--- config.mk ---
export PLATFORM = sky130hd
export DESIGN_NAME = idli_ex_serial_m
export DESIGN_NICKNAME = d
export VERILOG_FILES = /design/src/rtl/idli_ex_serial_m.sv
export SDC_FILE = /design/constraint.sdc
export NUM_CORES = 1
export LEC_CHECK = 0
export CORE_ASPECT_RATIO = 0.8
export CORE_MARGIN = 2
export CORE_UTILIZATION = 52
export CTS_BUF_LIST = sky130_fd_sc_hd__clkbuf_8
export CTS_CLUSTER_SIZE = 12
export DETAILED_ROUTE_END_ITERATION = 12
export GPL_TIMING_DRIVEN = 1
export HOLD_SLACK_MARGIN = 0.02
export PLACE_DENSITY = 0.87
export SYNTH_ARGS = -nofsm -noshare
export SYNTH_HDL_FRONTEND = slang
export SYNTH_SLANG_ARGS = --single-unit
--- constraint.sdc ---
create_clock -name i_ex_gck -period 8.81 [get_ports i_ex_gck]
set_input_delay 2.643 -clock i_ex_gck [delete_from_list [all_inputs] [get_ports i_ex_gck]]
set_output_delay 2.643 -clock i_ex_gck [all_outputs]
set_load 0.05 [all_outputs]
--- src/rtl/idli_ex_serial_m.sv ---
// rtl/idli_ex_serial_m.sv - LSB-first lane-serial execution engine for the idli core
//
// Runs one WORD_W-bit operation as BEATS lane-wide beats, one beat per
// unstalled cycle, and accepts the next operation on the final beat so
// ops can issue back-to-back with no gap.
//
// Ports:
//   i_ex_gck            gated core clock
//   i_ex_rst_n          asynchronous active-low reset
//   i_ex_op_vld         decoded op valid
//   o_ex_op_acp         op accepted when high together with i_ex_op_vld
//   i_ex_op_fn          0 ADD, 1 SUB, 2 AND, 3 OR, 4 XOR, 5 EQ, 6 LTU, 7 LT
//   i_ex_op_wr_pc       op redirects the PC
//   i_ex_op_wr_q        op writes the predicate (compare fns only)
//   i_ex_pred_true      guarding predicate of the incoming op
//   i_ex_stall          freeze the current beat
//   i_ex_lhs/i_ex_rhs   operand lanes for the current beat
//   o_ex_res            result lane for the current beat
//   o_ex_res_vld        result lane is to be written to the register file
//   o_ex_beat           current beat index
//   o_ex_busy           op in flight
//   o_ex_pred_wr_en     predicate write strobe
//   o_ex_pred_wr_data   compare result
//   o_ex_redirect       in-flight op redirects the PC
//   o_ex_done           final beat completing this cycle

module idli_ex_serial_m #(
  parameter  int WORD_W = 16,
  parameter  int LANE_W = 4,
  localparam int BEATS  = WORD_W / LANE_W,
  localparam int CTR_W  = $clog2(BEATS)
) (
  input  logic              i_ex_gck,
  input  logic              i_ex_rst_n,
  input  logic              i_ex_op_vld,
  output logic              o_ex_op_acp,
  input  logic [2:0]        i_ex_op_fn,
  input  logic              i_ex_op_wr_pc,
  input  logic              i_ex_op_wr_q,
  input  logic              i_ex_pred_true,
  input  logic              i_ex_stall,
  input  logic [LANE_W-1:0] i_ex_lhs,
  input  logic [LANE_W-1:0] i_ex_rhs,
  output logic [LANE_W-1:0] o_ex_res,
  output logic              o_ex_res_vld,
  output logic [CTR_W-1:0]  o_ex_beat,
  output logic              o_ex_busy,
  output logic              o_ex_pred_wr_en,
  output logic              o_ex_pred_wr_data,
  output logic              o_ex_redirect,
  output logic              o_ex_done
);

  typedef enum logic [2:0] {
    FN_ADD = 3'd0,
    FN_SUB = 3'd1,
    FN_AND = 3'd2,
    FN_OR  = 3'd3,
    FN_XOR = 3'd4,
    FN_EQ  = 3'd5,
    FN_LTU = 3'd6,
    FN_LT  = 3'd7
  } fn_e;

  localparam logic [CTR_W-1:0] LAST = CTR_W'(BEATS - 1);

  fn_e              fn_q;
  logic             wr_pc_q;
  logic             wr_q_q;
  logic             busy_q;
  logic             carry_q;
  logic             eq_acc_q;
  logic [CTR_W-1:0] ctr_q;

  logic              last;
  logic              adv;
  logic              accept;
  logic              busy_d;
  logic              inv;
  logic              is_cmp;
  logic              cin;
  logic              cout;
  logic [LANE_W-1:0] rhs_x;
  logic [LANE_W-1:0] sum;
  logic [LANE_W-1:0] res_lane;
  logic              lane_eq;
  logic              eq_now;
  logic              cmp_res;
  logic              lhs_msb;
  logic              rhs_msb;

  assign last   = (ctr_q == LAST);
  assign adv    = busy_q && !i_ex_stall;
  assign accept = i_ex_op_vld && o_ex_op_acp;
  // An op arriving while a redirecting op is in flight is on the wrong path.
  assign busy_d = i_ex_pred_true && !o_ex_redirect;

  assign inv    = fn_q inside {FN_SUB, FN_EQ, FN_LTU, FN_LT};
  assign is_cmp = fn_q inside {FN_EQ, FN_LTU, FN_LT};

  // Subtraction as lhs + ~rhs + 1: the +1 enters as beat-0 carry-in.
  assign rhs_x       = inv ? ~i_ex_rhs : i_ex_rhs;
  assign cin         = (ctr_q == '0) ? inv : carry_q;
  assign {cout, sum} = {1'b0, i_ex_lhs} + {1'b0, rhs_x} + {{LANE_W{1'b0}}, cin};

  assign lane_eq = (i_ex_lhs == i_ex_rhs);
  // Beat 0 starts a fresh equality chain regardless of the stored flag.
  assign eq_now  = ((ctr_q == '0) || eq_acc_q) && lane_eq;
  assign lhs_msb = i_ex_lhs[LANE_W-1];
  assign rhs_msb = i_ex_rhs[LANE_W-1];

  always_comb begin
    res_lane = sum;
    cmp_res  = 1'b0;
    case (fn_q)
      FN_AND:  res_lane = i_ex_lhs & i_ex_rhs;
      FN_OR:   res_lane = i_ex_lhs | i_ex_rhs;
      FN_XOR:  res_lane = i_ex_lhs ^ i_ex_rhs;
      FN_EQ:   cmp_res  = eq_now;
      FN_LTU:  cmp_res  = !cout;
      // Differing signs decide signed order directly; otherwise it is unsigned.
      FN_LT:   cmp_res  = (lhs_msb != rhs_msb) ? lhs_msb : !cout;
      default: res_lane = sum;
    endcase
  end

  assign o_ex_op_acp       = !busy_q || (last && !i_ex_stall);
  assign o_ex_res          = busy_q ? res_lane : '0;
  assign o_ex_res_vld      = adv && !is_cmp;
  assign o_ex_beat         = ctr_q;
  assign o_ex_busy         = busy_q;
  assign o_ex_pred_wr_en   = adv && last && wr_q_q && is_cmp;
  assign o_ex_pred_wr_data = o_ex_pred_wr_en && cmp_res;
  assign o_ex_redirect     = busy_q && wr_pc_q;
  assign o_ex_done         = adv && last;

  always_ff @(posedge i_ex_gck or negedge i_ex_rst_n) begin
    if (!i_ex_rst_n) begin
      busy_q   <= 1'b0;
      ctr_q    <= '0;
      carry_q  <= 1'b0;
      eq_acc_q <= 1'b1;
      fn_q     <= FN_ADD;
      wr_pc_q  <= 1'b0;
      wr_q_q   <= 1'b0;
    end else begin
      if (adv) begin
        ctr_q    <= last ? '0 : ctr_q + CTR_W'(1);
        carry_q  <= last ? 1'b0 : cout;
        eq_acc_q <= last ? 1'b1 : eq_now;
      end
      if (accept) begin
        fn_q    <= fn_e'(i_ex_op_fn);
        wr_pc_q <= i_ex_op_wr_pc;
        wr_q_q  <= i_ex_op_wr_q;
        busy_q  <= busy_d;
      end else if (adv && last) begin
        busy_q <= 1'b0;
      end
    end
  end

endmodule

==> run_results.csv <==
group,metric,value,unit
sta,max_freq,122,MHz
critical_path,critPathKind,"primary input to output pin",
min_path,whs_path_depth,1,
cts,clock_sinks,10,
sta,fin_setup_tns,0,ns
floorplanning,coreArea,0.00189,mm²
critical_path,crit_required,6.17,ns
place,io_buffers,30,
flow_run,maxCapViolCount,0,
place,placedCellCount,163,
cts,cts_tree,"done",
cells_and_area,final_common_cell,"clkdlybuf4s50_1",
grt,grt_antenna_before_repair,0,
cts,cts-resized-gates,0,
grt,grt_max_degree,13,
synth,synthCells,112,
synth,ys_top_cells_by_area,"dfrtp_1 (22%), ha_1 (16%), mux2_4 (7.2%), inv_1 (5.7%), xnor2_1 (4.2%)",
grt,grt_overflow,0,
route,wire_per_inst,15.6,µm
floorplanning,die_h,44.1,µm
sta,min_period,8.20,ns
cts,insertion_delay,0.23,ns
sta,finalMaxSlewViolations,0,
cts,clockBufferDepth,2,
critical_path,crit_arrival,5.56,ns
cells_and_area,layout_common_cells,"clkdlybuf4s50_1 (30), inv_1 (16), ha_1 (13)",
place,dpl.hpwl,2000,µm
route,viasPerCell,5.65,
cells_and_area,fin_util,0.740,
sta,max-slew-margin-rel,0.655,
critical_path,endpoint_kind,"output pin",
sta,fin_crit_sh,0.931,
sta,hold_viol,0,
synth,ys_seq_area_frac,0.241,
synth,syn-num-nets,145,
sta,finClkSkew,0.000582,ns
critical_path,ff2ff_path_depth,9,
grt,grt_pass1_wl,4150,µm
place,globalplace.congestion,0.853,
synth,yosysWarnings,0,
route,post-route-drc-count,0,
sta,tightest_slew,0.516,ns
route,final_antenna_net_count,0,
critical_path,crit_start,"i_ex_rhs[0]",
synth,syn_avg_cell_area,9.33,µm²
critical_path,r2r-start,"fn_q[1]",
cts,holdBufCountCts,0,
synth,synth-seq-cells,10,
cells_and_area,diodes,0,
sta,finalSetupViolCount,0,
cts,htreeDepth,1,
synth,synth_area_leader_cell,"dfrtp_1",
critical_path,worst_setup_path_start_kind,"primary input",
cells_and_area,drive_above_1_share,0.112,
min_path,hold_class,"flip-flop to flip-flop",
synth,synth_edf_count,0,
synth,synth_top_cell_area_share,0.216,
cells_and_area,nFillCells,137,
route,dr.pass1.iters,4,
grt,grt_usage,0.242,
critical_path,worst-path-max-fanout,3,
synth,synthFlopType,"dfrtp_1",
cts,cts_buffers,3,
sta,rsz0062_at_grt,"false",
outcome,status,"completed",
synth,synthArstFlopShare,1.00,
cts,clkTransAtPathRegs,0.05,ns
cells_and_area,final_cells,167,
floorplanning,rows,14,
grt,grt_pass1_vias,931,
min_path,worstHoldStart,"carry_q",
cells_and_area,syn2layout_area_growth,34.0,%
cts,postCtsSetupRepairBufs,0,
route,vias,944,
floorplanning,dieWidth,54.1,µm
synth,synth_area,0.00104,mm²
route,wl,2610,µm
route,drtIter0Drc,36,
floorplanning,die_area,0.00239,mm²
floorplanning,initial_core_util,0.552,
cts,clockRootBuffer,"clkbuf_8",
cells_and_area,nets,177,
floorplanning,io_pins,31,
synth,synth_cell_type_count,36,
worst max-delay path: stages:
cell	delay, ns
clkdlybuf4s50_1	0.45
xnor2_1	0.18
fa_1	0.45
inv_1	0.09
fa_1	0.22
nor2b_1	0.06
o21ai_0	0.28
a41oi_1	0.18
nor3_2	0.18
clkdlybuf4s50_1	0.83
state kept, by name, indices dropped and copies added, names as in the netlist:
signal	cells
carry_q	1
wr_q_q	1
wr_pc_q	1
o_ex_beat	2
o_ex_busy	1
eq_acc_q	1
fn_q	3
through the flow:
step	worst slack, ns	instance area, µm²	hold WS, ns
finish	0.606	1400	0.485
floorplan	1.61	1040	0.450
global route	0.499	1400	0.527
CTS	0.618	1400	0.488
global placement	0.743	1350	0.464
detailed placement	0.639	1350	0.468
worst paths after layout:
path | slack [ns] | to
hold / removal | 0.49 | carry_q
setup / recovery | 0.61 | o_ex_pred_wr_data
hold reg to reg | 0.49 | carry_q
setup reg to reg | 6.17 | carry_q
max in group asynchronous | 5.72 | eq_acc_q
min in group asynchronous | 2.74 | o_ex_beat[1]
metal layers:
metal | wire, µm | GRT usage | up-vias
li1 | - | - | 456
met2 | 1340 | 0.427 | 29
met3 | 117 | 0.0608 | 6
met1 | 1130 | 0.294 | 453
met4 | 22 | 0.0600 | 0
met5 | 0 | 0 | -
Yosys cell counts, drive strengths merged (3+ instances only):
library cell	count
a21oi	5
buf	3
dfrtp	9
ha	13
inv	16
mux2	5
nand2	6
nand2b	3
nand3	5
nor2	6
o21ai	6
o22ai	4
xnor2	5
logic make-up (layout without fill, tap and decap cells):
group,after synthesis,count (layout),share of synthesized area
AOI/OAI and AO/OA,27,27,0.184
muxes,6,6,0.0934
and+or+nand+nor,29,29,0.151
buffers and inverters,19,50,0.0862
adders and majority gates,15,15,0.194
xor gates and xnor gates,6,6,0.0503
DFF,10,10,0.241
area by class of cell:
| cell class | instances | area (µm²) | area share |
|---|---|---|---|
| clock buffer | 4 | 55.1 | 0.0393 |
| inverter | 16 | 60.1 | 0.0429 |
| multi-input combinational | 83 | 703 | 0.502 |
| sequential | 10 | 251 | 0.180 |
| tap | 24 | 30.0 | 0.0214 |
| timing repair buffer | 30 | 300 | 0.214 |
Power is left out: the tool's default activity adds up to more than one toggle a clock period on the data nets, which glitch-free logic cannot reach.
